===== config.mk =====
export PLATFORM = sky130hd
export DESIGN_NAME = grid_mover_flat
export DESIGN_NICKNAME = d
export VERILOG_FILES = /design/src/rtl/maze_pkg.sv /design/src/rtl/grid_mover_if.sv /design/src/rtl/maze_wall_probe.sv /design/src/rtl/grid_mover.sv /design/src/flat_wrapper.sv
export SDC_FILE = /design/constraint.sdc
export NUM_CORES = 1
export LEC_CHECK = 0
export ABC_CLOCK_PERIOD_IN_PS = 22900
export BUFFER_PORTS_ARGS = -buffer_cell sky130_fd_sc_hd__buf_2
export CAP_MARGIN = 20
export CORE_MARGIN = 8
export CORE_UTILIZATION = 44
export DETAILED_ROUTE_END_ITERATION = 8
export PLACE_DENSITY = 0.72
export SLEW_MARGIN = 5
export SYNTH_ARGS = -nofsm -noshare
export SYNTH_HDL_FRONTEND = slang
export SYNTH_SLANG_ARGS = --single-unit

===== constraint.sdc =====
create_clock -name clk -period 22.9 [get_ports clk]
set_input_delay 1.145 -clock clk [delete_from_list [all_inputs] [get_ports clk]]
set_output_delay 1.145 -clock clk [all_outputs]
set_load 0.03 [all_outputs]

===== src/rtl/maze_pkg.sv =====
`default_nettype none
// ============================================================================
//  Module      : maze_pkg
//  Description : Shared headings, cell-state encoding and wall-index helpers
//                for maze movers.
//  Revision    : 1.0  initial release
// ============================================================================
package maze_pkg;

    localparam logic [1:0] DIR_RIGHT = 2'd0;
    localparam logic [1:0] DIR_DOWN  = 2'd1;
    localparam logic [1:0] DIR_LEFT  = 2'd2;
    localparam logic [1:0] DIR_UP    = 2'd3;

    // Position-derived state: no flops hold it, it is decoded from pixel bits.
    typedef enum logic [0:0] {
        MID_CELL = 1'b0,
        AT_CELL  = 1'b1
    } cell_state_t;

    // Opposite heading: right<->left, down<->up.
    function automatic logic [1:0] reverse(input logic [1:0] d);
        return d ^ 2'b10;
    endfunction

    // Bit index of the wall on the top edge of cell (c,r).
    function automatic int h_idx(input int c, input int r, input int w);
        return r * w + c;
    endfunction

    // Bit index of the wall on the left edge of cell (c,r).
    function automatic int v_idx(input int c, input int r, input int w);
        return r * (w + 1) + c;
    endfunction

endpackage
`default_nettype wire


===== src/rtl/grid_mover_if.sv =====
`default_nettype none
// ============================================================================
//  Module      : grid_mover_if
//  Description : Buttons, step strobe, wall maps and motion outputs of the
//                grid mover.
//  Revision    : 1.0  initial release
// ============================================================================
interface grid_mover_if #(
    parameter int GRID_W    = 10,
    parameter int GRID_H    = 15,
    parameter int CELL_LOG2 = 5
);
    localparam int PX_W = $clog2(GRID_W) + CELL_LOG2;
    localparam int PY_W = $clog2(GRID_H) + CELL_LOG2;

    logic [3:0]                       btn;
    logic                             step;
    logic [GRID_W*(GRID_H+1)-1:0]     h_walls;
    logic [(GRID_W+1)*GRID_H-1:0]     v_walls;
    logic [PX_W-1:0]                  pos_x;
    logic [PY_W-1:0]                  pos_y;
    logic [1:0]                       dir;
    logic                             pend_valid;
    logic                             blocked;
    logic                             moved;
    logic                             cell_enter;

    modport master (
        output btn, step, h_walls, v_walls,
        input  pos_x, pos_y, dir, pend_valid, blocked, moved, cell_enter
    );

    modport slave (
        input  btn, step, h_walls, v_walls,
        output pos_x, pos_y, dir, pend_valid, blocked, moved, cell_enter
    );

endinterface
`default_nettype wire


===== src/rtl/maze_wall_probe.sv =====
`default_nettype none
// ============================================================================
//  Module      : maze_wall_probe
//  Description : Combinational lookup of which of the four headings leave a
//                cell without crossing a wall or the grid edge.
//  Revision    : 1.0  initial release
// ============================================================================
module maze_wall_probe
    import maze_pkg::*;
#(
    parameter int GRID_W = 10,
    parameter int GRID_H = 15,
    parameter int COL_W  = 4,
    parameter int ROW_W  = 4
)(
    input  logic [COL_W-1:0]                 col,
    input  logic [ROW_W-1:0]                 row,
    input  logic [GRID_W*(GRID_H+1)-1:0]     h_walls,
    input  logic [(GRID_W+1)*GRID_H-1:0]     v_walls,
    output logic [3:0]                       open
);
    localparam int HI_W = $clog2(GRID_W * (GRID_H + 1));
    localparam int VI_W = $clog2((GRID_W + 1) * GRID_H);

    int              w_c;
    int              w_r;
    logic [VI_W-1:0] w_idx_right;
    logic [HI_W-1:0] w_idx_down;
    logic [VI_W-1:0] w_idx_left;
    logic [HI_W-1:0] w_idx_up;

    // Wall bit positions surrounding the probed cell, then edge-qualified openings.
    always_comb begin
        w_c         = int'(col);
        w_r         = int'(row);
        w_idx_right = VI_W'(v_idx(w_c + 1, w_r, GRID_W));
        w_idx_down  = HI_W'(h_idx(w_c, w_r + 1, GRID_W));
        w_idx_left  = VI_W'(v_idx(w_c, w_r, GRID_W));
        w_idx_up    = HI_W'(h_idx(w_c, w_r, GRID_W));
        open[DIR_RIGHT] = ~v_walls[w_idx_right] && (w_c < GRID_W - 1);
        open[DIR_DOWN]  = ~h_walls[w_idx_down]  && (w_r < GRID_H - 1);
        open[DIR_LEFT]  = ~v_walls[w_idx_left]  && (w_c > 0);
        open[DIR_UP]    = ~h_walls[w_idx_up]    && (w_r > 0);
    end

endmodule
`default_nettype wire


===== src/rtl/grid_mover.sv =====
`default_nettype none
// ============================================================================
//  Module      : grid_mover
//  Description : Player motion engine: decodes buttons, buffers one turn and
//                advances a pixel position one step at a time through a
//                walled cell grid.
//  Revision    : 1.0  initial release
// ============================================================================
module grid_mover
    import maze_pkg::*;
#(
    parameter int GRID_W    = 10,
    parameter int GRID_H    = 15,
    parameter int CELL_LOG2 = 5,
    parameter int START_COL = 0,
    parameter int START_ROW = 0,
    parameter int START_DIR = 2
)(
    input  logic        clk,
    input  logic        rst,
    grid_mover_if.slave bus
);
    localparam int COL_W = $clog2(GRID_W);
    localparam int ROW_W = $clog2(GRID_H);
    localparam int PX_W  = COL_W + CELL_LOG2;
    localparam int PY_W  = ROW_W + CELL_LOG2;

    localparam logic [PX_W-1:0] RST_X   = PX_W'(START_COL << CELL_LOG2);
    localparam logic [PY_W-1:0] RST_Y   = PY_W'(START_ROW << CELL_LOG2);
    localparam logic [1:0]      RST_DIR = 2'(START_DIR);

    logic [PX_W-1:0]  r_pos_x;
    logic [PY_W-1:0]  r_pos_y;
    logic [1:0]       r_dir;
    logic [1:0]       r_pend_dir;
    logic             r_pend_valid;
    logic             r_blocked;
    logic             r_moved;
    logic             r_cell_enter;

    logic [COL_W-1:0] w_col;
    logic [ROW_W-1:0] w_row;
    logic [3:0]       w_open;
    cell_state_t      w_state;
    logic             w_req_valid;
    logic [1:0]       w_req_dir;
    logic [1:0]       w_buf_dir;
    logic [1:0]       w_buf_pend_dir;
    logic             w_buf_pend_valid;
    logic [1:0]       w_cand;
    logic             w_cand_buf;
    logic             w_do_move;
    logic [1:0]       w_move_dir;
    logic [PX_W-1:0]  w_pos_x_nxt;
    logic [PY_W-1:0]  w_pos_y_nxt;
    logic [1:0]       w_dir_nxt;
    logic [1:0]       w_pend_dir_nxt;
    logic             w_pend_valid_nxt;
    logic             w_blocked_nxt;
    logic             w_enter_nxt;

    assign w_col = r_pos_x[PX_W-1:CELL_LOG2];
    assign w_row = r_pos_y[PY_W-1:CELL_LOG2];

    maze_wall_probe #(
        .GRID_W (GRID_W),
        .GRID_H (GRID_H),
        .COL_W  (COL_W),
        .ROW_W  (ROW_W)
    ) u_probe (
        .col     (w_col),
        .row     (w_row),
        .h_walls (bus.h_walls),
        .v_walls (bus.v_walls),
        .open    (w_open)
    );

    // Button decode: lowest set bit has priority.
    always_comb begin
        w_req_valid = 1'b1;
        w_req_dir   = DIR_RIGHT;
        if (bus.btn[0])      w_req_dir = DIR_RIGHT;
        else if (bus.btn[1]) w_req_dir = DIR_DOWN;
        else if (bus.btn[2]) w_req_dir = DIR_LEFT;
        else if (bus.btn[3]) w_req_dir = DIR_UP;
        else                 w_req_valid = 1'b0;
    end

    // Turn/move decisions; the cell state is decoded from the position itself.
    always_comb begin
        w_state = ((r_pos_x[CELL_LOG2-1:0] == '0) && (r_pos_y[CELL_LOG2-1:0] == '0))
                  ? AT_CELL : MID_CELL;

        // Request buffering outside an aligned step: reversals act at once,
        // other turns wait in the single-entry buffer.
        w_buf_dir        = r_dir;
        w_buf_pend_dir   = r_pend_dir;
        w_buf_pend_valid = r_pend_valid;
        if (w_req_valid) begin
            if (w_req_dir == reverse(r_dir)) begin
                w_buf_dir        = w_req_dir;
                w_buf_pend_valid = 1'b0;
            end else if (w_req_dir == r_dir) begin
                w_buf_pend_valid = 1'b0;
            end else begin
                w_buf_pend_dir   = w_req_dir;
                w_buf_pend_valid = 1'b1;
            end
        end

        w_dir_nxt        = w_buf_dir;
        w_pend_dir_nxt   = w_buf_pend_dir;
        w_pend_valid_nxt = w_buf_pend_valid;
        w_blocked_nxt    = r_blocked;
        w_do_move        = 1'b0;
        w_move_dir       = w_buf_dir;
        w_cand           = r_dir;
        w_cand_buf       = 1'b0;

        case (w_state)
            MID_CELL: begin
                // Mid-cell steps follow the (possibly just reversed) heading.
                if (bus.step) begin
                    w_do_move     = 1'b1;
                    w_blocked_nxt = 1'b0;
                end
            end
            AT_CELL: begin
                if (bus.step) begin
                    w_dir_nxt      = r_dir;
                    w_pend_dir_nxt = r_pend_dir;
                    if (w_req_valid) begin
                        w_cand = w_req_dir;
                    end else if (r_pend_valid) begin
                        w_cand     = r_pend_dir;
                        w_cand_buf = 1'b1;
                    end
                    if (w_open[w_cand]) begin
                        w_dir_nxt        = w_cand;
                        w_pend_valid_nxt = 1'b0;
                        w_do_move        = 1'b1;
                        w_move_dir       = w_cand;
                        w_blocked_nxt    = 1'b0;
                    end else if ((w_cand != r_dir) && w_open[r_dir]) begin
                        w_pend_valid_nxt = w_cand_buf;
                        w_do_move        = 1'b1;
                        w_move_dir       = r_dir;
                        w_blocked_nxt    = 1'b0;
                    end else begin
                        w_pend_valid_nxt = w_cand_buf;
                        w_blocked_nxt    = 1'b1;
                    end
                end
            end
            default: ;
        endcase

        w_pos_x_nxt = r_pos_x;
        w_pos_y_nxt = r_pos_y;
        if (w_do_move) begin
            case (w_move_dir)
                DIR_RIGHT: w_pos_x_nxt = r_pos_x + PX_W'(1);
                DIR_DOWN:  w_pos_y_nxt = r_pos_y + PY_W'(1);
                DIR_LEFT:  w_pos_x_nxt = r_pos_x - PX_W'(1);
                default:   w_pos_y_nxt = r_pos_y - PY_W'(1);
            endcase
        end
        w_enter_nxt = w_do_move && (w_pos_x_nxt[CELL_LOG2-1:0] == '0)
                                && (w_pos_y_nxt[CELL_LOG2-1:0] == '0);
    end

    // State register for position, heading, turn buffer and status pulses.
    always_ff @(posedge clk or posedge rst) begin
        if (rst) begin
            r_pos_x      <= RST_X;
            r_pos_y      <= RST_Y;
            r_dir        <= RST_DIR;
            r_pend_dir   <= RST_DIR;
            r_pend_valid <= 1'b0;
            r_blocked    <= 1'b0;
            r_moved      <= 1'b0;
            r_cell_enter <= 1'b0;
        end else begin
            r_pos_x      <= w_pos_x_nxt;
            r_pos_y      <= w_pos_y_nxt;
            r_dir        <= w_dir_nxt;
            r_pend_dir   <= w_pend_dir_nxt;
            r_pend_valid <= w_pend_valid_nxt;
            r_blocked    <= w_blocked_nxt;
            r_moved      <= w_do_move;
            r_cell_enter <= w_enter_nxt;
        end
    end

    assign bus.pos_x      = r_pos_x;
    assign bus.pos_y      = r_pos_y;
    assign bus.dir        = r_dir;
    assign bus.pend_valid = r_pend_valid;
    assign bus.blocked    = r_blocked;
    assign bus.moved      = r_moved;
    assign bus.cell_enter = r_cell_enter;

endmodule
`default_nettype wire

===== src/flat_wrapper.sv =====
// flat-port wrapper written by rule: the top's interface ports become plain ports
module grid_mover_flat import maze_pkg::*;
#(
    parameter int GRID_W    = 10,
    parameter int GRID_H    = 15,
    parameter int CELL_LOG2 = 5,
    parameter int START_COL = 0,
    parameter int START_ROW = 0,
    parameter int START_DIR = 2
)
  (clk, rst, bus_btn, bus_step, bus_h_walls, bus_v_walls, bus_pos_x, bus_pos_y, bus_dir, bus_pend_valid, bus_blocked, bus_moved, bus_cell_enter);
  grid_mover_if #(.GRID_W(GRID_W), .GRID_H(GRID_H), .CELL_LOG2(CELL_LOG2)) bus_i ();
  input  logic clk;
  input  logic rst;
  input wire logic [$bits(bus_i.btn)-1:0] bus_btn;
  input wire logic [$bits(bus_i.step)-1:0] bus_step;
  input wire logic [$bits(bus_i.h_walls)-1:0] bus_h_walls;
  input wire logic [$bits(bus_i.v_walls)-1:0] bus_v_walls;
  output wire logic [$bits(bus_i.pos_x)-1:0] bus_pos_x;
  output wire logic [$bits(bus_i.pos_y)-1:0] bus_pos_y;
  output wire logic [$bits(bus_i.dir)-1:0] bus_dir;
  output wire logic [$bits(bus_i.pend_valid)-1:0] bus_pend_valid;
  output wire logic [$bits(bus_i.blocked)-1:0] bus_blocked;
  output wire logic [$bits(bus_i.moved)-1:0] bus_moved;
  output wire logic [$bits(bus_i.cell_enter)-1:0] bus_cell_enter;
  assign bus_i.btn = bus_btn;
  assign bus_i.step = bus_step;
  assign bus_i.h_walls = bus_h_walls;
  assign bus_i.v_walls = bus_v_walls;
  assign bus_pos_x = bus_i.pos_x;
  assign bus_pos_y = bus_i.pos_y;
  assign bus_dir = bus_i.dir;
  assign bus_pend_valid = bus_i.pend_valid;
  assign bus_blocked = bus_i.blocked;
  assign bus_moved = bus_i.moved;
  assign bus_cell_enter = bus_i.cell_enter;
  grid_mover #(.GRID_W(GRID_W), .GRID_H(GRID_H), .CELL_LOG2(CELL_LOG2), .START_COL(START_COL), .START_ROW(START_ROW), .START_DIR(START_DIR)) u_core (.clk(clk), .rst(rst), .bus(bus_i));
endmodule

==> flow_summary.toml <==
[synth]
yosysUniqueCellTypes = 83
synthArstFlopShare = 1.00
synth_top_area_share = 0.429
synth-main-ff-cell = "dfrtp_1"
yosysTopAreaCell = "mux4_2"
synth_edf_count = 0
yosys_warnings = 0
synthCells = 783
synthTopCellsByArea = "mux4_2, ha_1, dfrtp_1"
synth.avg_cell_area_um2 = 11.5
ys_seq_area_frac = 0.0728
syn-num-nets = 1175
ys_ff_latch = 26
synth_area_um2 = 8970

[timing]
relSlewSlack = 0.255
tightest_slew_ps = 1120
finalSetupViolations = 0
timing.hold.ws_ps = 500
clock.fmax_mhz = 125
finalCritPeriodShare = 0.348
rsz0062_at_grt = "no"
slew_viol_final = 0
period_minus_slack_ps = 7980
skew_ps = 3.80
hold_viol = 0
tns_ps = 0

[die]
die_area_um2 = 25200
num_rows = 52
coreArea_um2 = 20100
die_w_um = 159
start_util = 0.446
ios = 356
die_height_um = 159

[setup_path]
cp-end-kind = "register"
cp.required_ps = 23030
worstSetupStartpointType = "register"
crit_fanout = 11
criticalPathCategory = "register to register"
crit_top_cell = "ha_1"
slowest_delay_ps = 710
crit_slowest_cell = "xor2_1"
crit_arrival_ps = 8110

[global_routing]
antenna_found_initial = 1
top_usage_layer = "met2"
grt_util_met3 = 0.0334
grt_overflow = 0
grt_max_degree = 54
grt_pass1_vias = 9017
grt_pass1_wl_mm = 49.3
groute.layer.met2.usage = 0.409
grt_usage = 0.236
gr-usage-met1 = 0.307

[drt]
drcViolationCount = 0
first_pass_iters = 7
final_antenna_net_count = 0
num_vias = 8866
wl_mm = 31.5
drtIter0Drc = 795
viasPerCell = 6.48
wl_per_cell_um = 23.0

[clock_tree]
cts-htree-levels = 1
max-clock-path-buffers = 2
cts-resized-gates = 0
cts_inserted_buffers = 3
clock-sinks = 26
clk_pin_slew_ps = 60
postCtsSetupRepairBufs = 0
clk_latency_ps = 260
cts_tree = "built"
root_buffer = "clkbuf_16"
holdBufCountCts = 0

[layout]
layout_common_cells = "buf_2, mux4_2, ha_1, mux2i_1, a21oi_1"
diodes = 0
finalNetCount = 1492
final_common_cell = "buf_2"
syn2layout_area_growth_pct = 23.5
n_fill_cell = 1748
register_area_um2 = 657
drive_gt1_frac = 0.538
multi_input_area_um2 = 7990

[placement]
hpwl_mm = 25.9
io_buffer_count = 355
place_congestion = 0.871

[outcome]
outcome = "completed"

[hold_path]
hp-class = "register to register"

[run]
maxCapViolCount = 0
-- sequential cells by signal (all words and copies together) (netlist names) --
| name | count |
|---|---|
| u_core.bus.pend_valid | 1 |
| u_core.bus.moved | 1 |
| u_core.bus.blocked | 1 |
| u_core.bus.pos_x | 9 |
| u_core.bus.cell_enter | 1 |
| u_core.r_pend_dir | 2 |
| u_core.bus.pos_y | 9 |
| u_core.bus.dir | 2 |
-- path summary, 6_finish.rpt --
path / cells past startpoint / start / endpoint / slack, ps
max in group asynchronous: 3 / rst / u_core.bus.pos_x[5] / 21700
min in group asynchronous: 2 / rst / u_core.bus.pend_valid / 790
min reg2reg: 2 / u_core.bus.blocked / u_core.bus.blocked / 500
max reg2reg: 28 / u_core.bus.pos_y[8] / u_core.bus.pos_x[8] / 14920
min: 2 / u_core.bus.blocked / u_core.bus.blocked / 500
max: 28 / u_core.bus.pos_y[8] / u_core.bus.pos_x[8] / 14920
-- metrics by stage --
stage	instance area (um^2)	util	std cells	worst slack [ps]
2_1_floorplan	8970	-	783	15230
4_1_cts	11000	0.549	1368	15020
3_3_place_gp	11000	0.545	1364	15170
6_report	11100	0.551	1369	14920
3_5_place_dp	11000	0.545	1364	15060
5_1_grt	11100	0.551	1369	14290
-- synthesized netlist by cell type, types with 3 or more instances --
master       n
mux2i_1     45
and3_1       6
o21ai_0     19
and2_1       7
o31ai_1      5
buf_2       25
clkbuf_1    20
a311oi_1     3
a221oi_1     8
ha_1        50
xor2_1      18
buf_4        4
xnor2_1     30
nor4_1       4
a211oi_1    16
nor3_1       6
nand2b_1     6
o41ai_1      3
inv_1       30
a21o_1      12
or3_1        4
mux2_2      17
mux4_2     171
a2111o_1     3
o21a_1       3
mux2_1       8
or4_1        3
buf_1        5
a2111oi_0    3
nor2b_1     14
o2111ai_1    5
nor2_1      33
a21oi_1     42
o211ai_1     6
a31oi_1      4
dfrtp_1     24
nand2_1     38
nand3_1     16
fa_1        10
o21bai_1     5
-- layer usage --
metal / share of wire / vias to the layer above
met4: 0.023 / 2
met1: 0.39 / 4385
met5: 0.00032 / -
li1: - / 3916
met2: 0.51 / 507
met3: 0.076 / 56
-- area by class of cell --
class                   instances  share of cell area
clock buffers                   4             0.00802
multi-input cells             670               0.721
repair buffers                366               0.170
well taps                     270              0.0305
flip-flops and latches         26              0.0593
inverters                      33              0.0112
-- critical path: cells and delay by family (launching register included) --
family / cells / cell delay, ps
mux: 4 / 810
flops: 1 / 640
buf+inv: 2 / 270
xor+xnor: 4 / 1500
compound gates: 10 / 2470
fa+ha+maj: 4 / 1460
simple gates: 4 / 700
-- logic make-up after synthesis --
| family | share of synthesized area |
|---|---|
| multiplexers | 0.513 |
| AO/OA/AOI/OAI | 0.137 |
| AND/OR/NAND/NOR | 0.0886 |
| buffers and inverters | 0.0416 |
| adder cells (fa/ha/maj) | 0.0921 |
| XOR/XNOR | 0.0557 |
| flip-flops | 0.0728 |
Power is not shown: default switching activity piles up to over one toggle a cycle in this logic, so the estimate is an artifact.
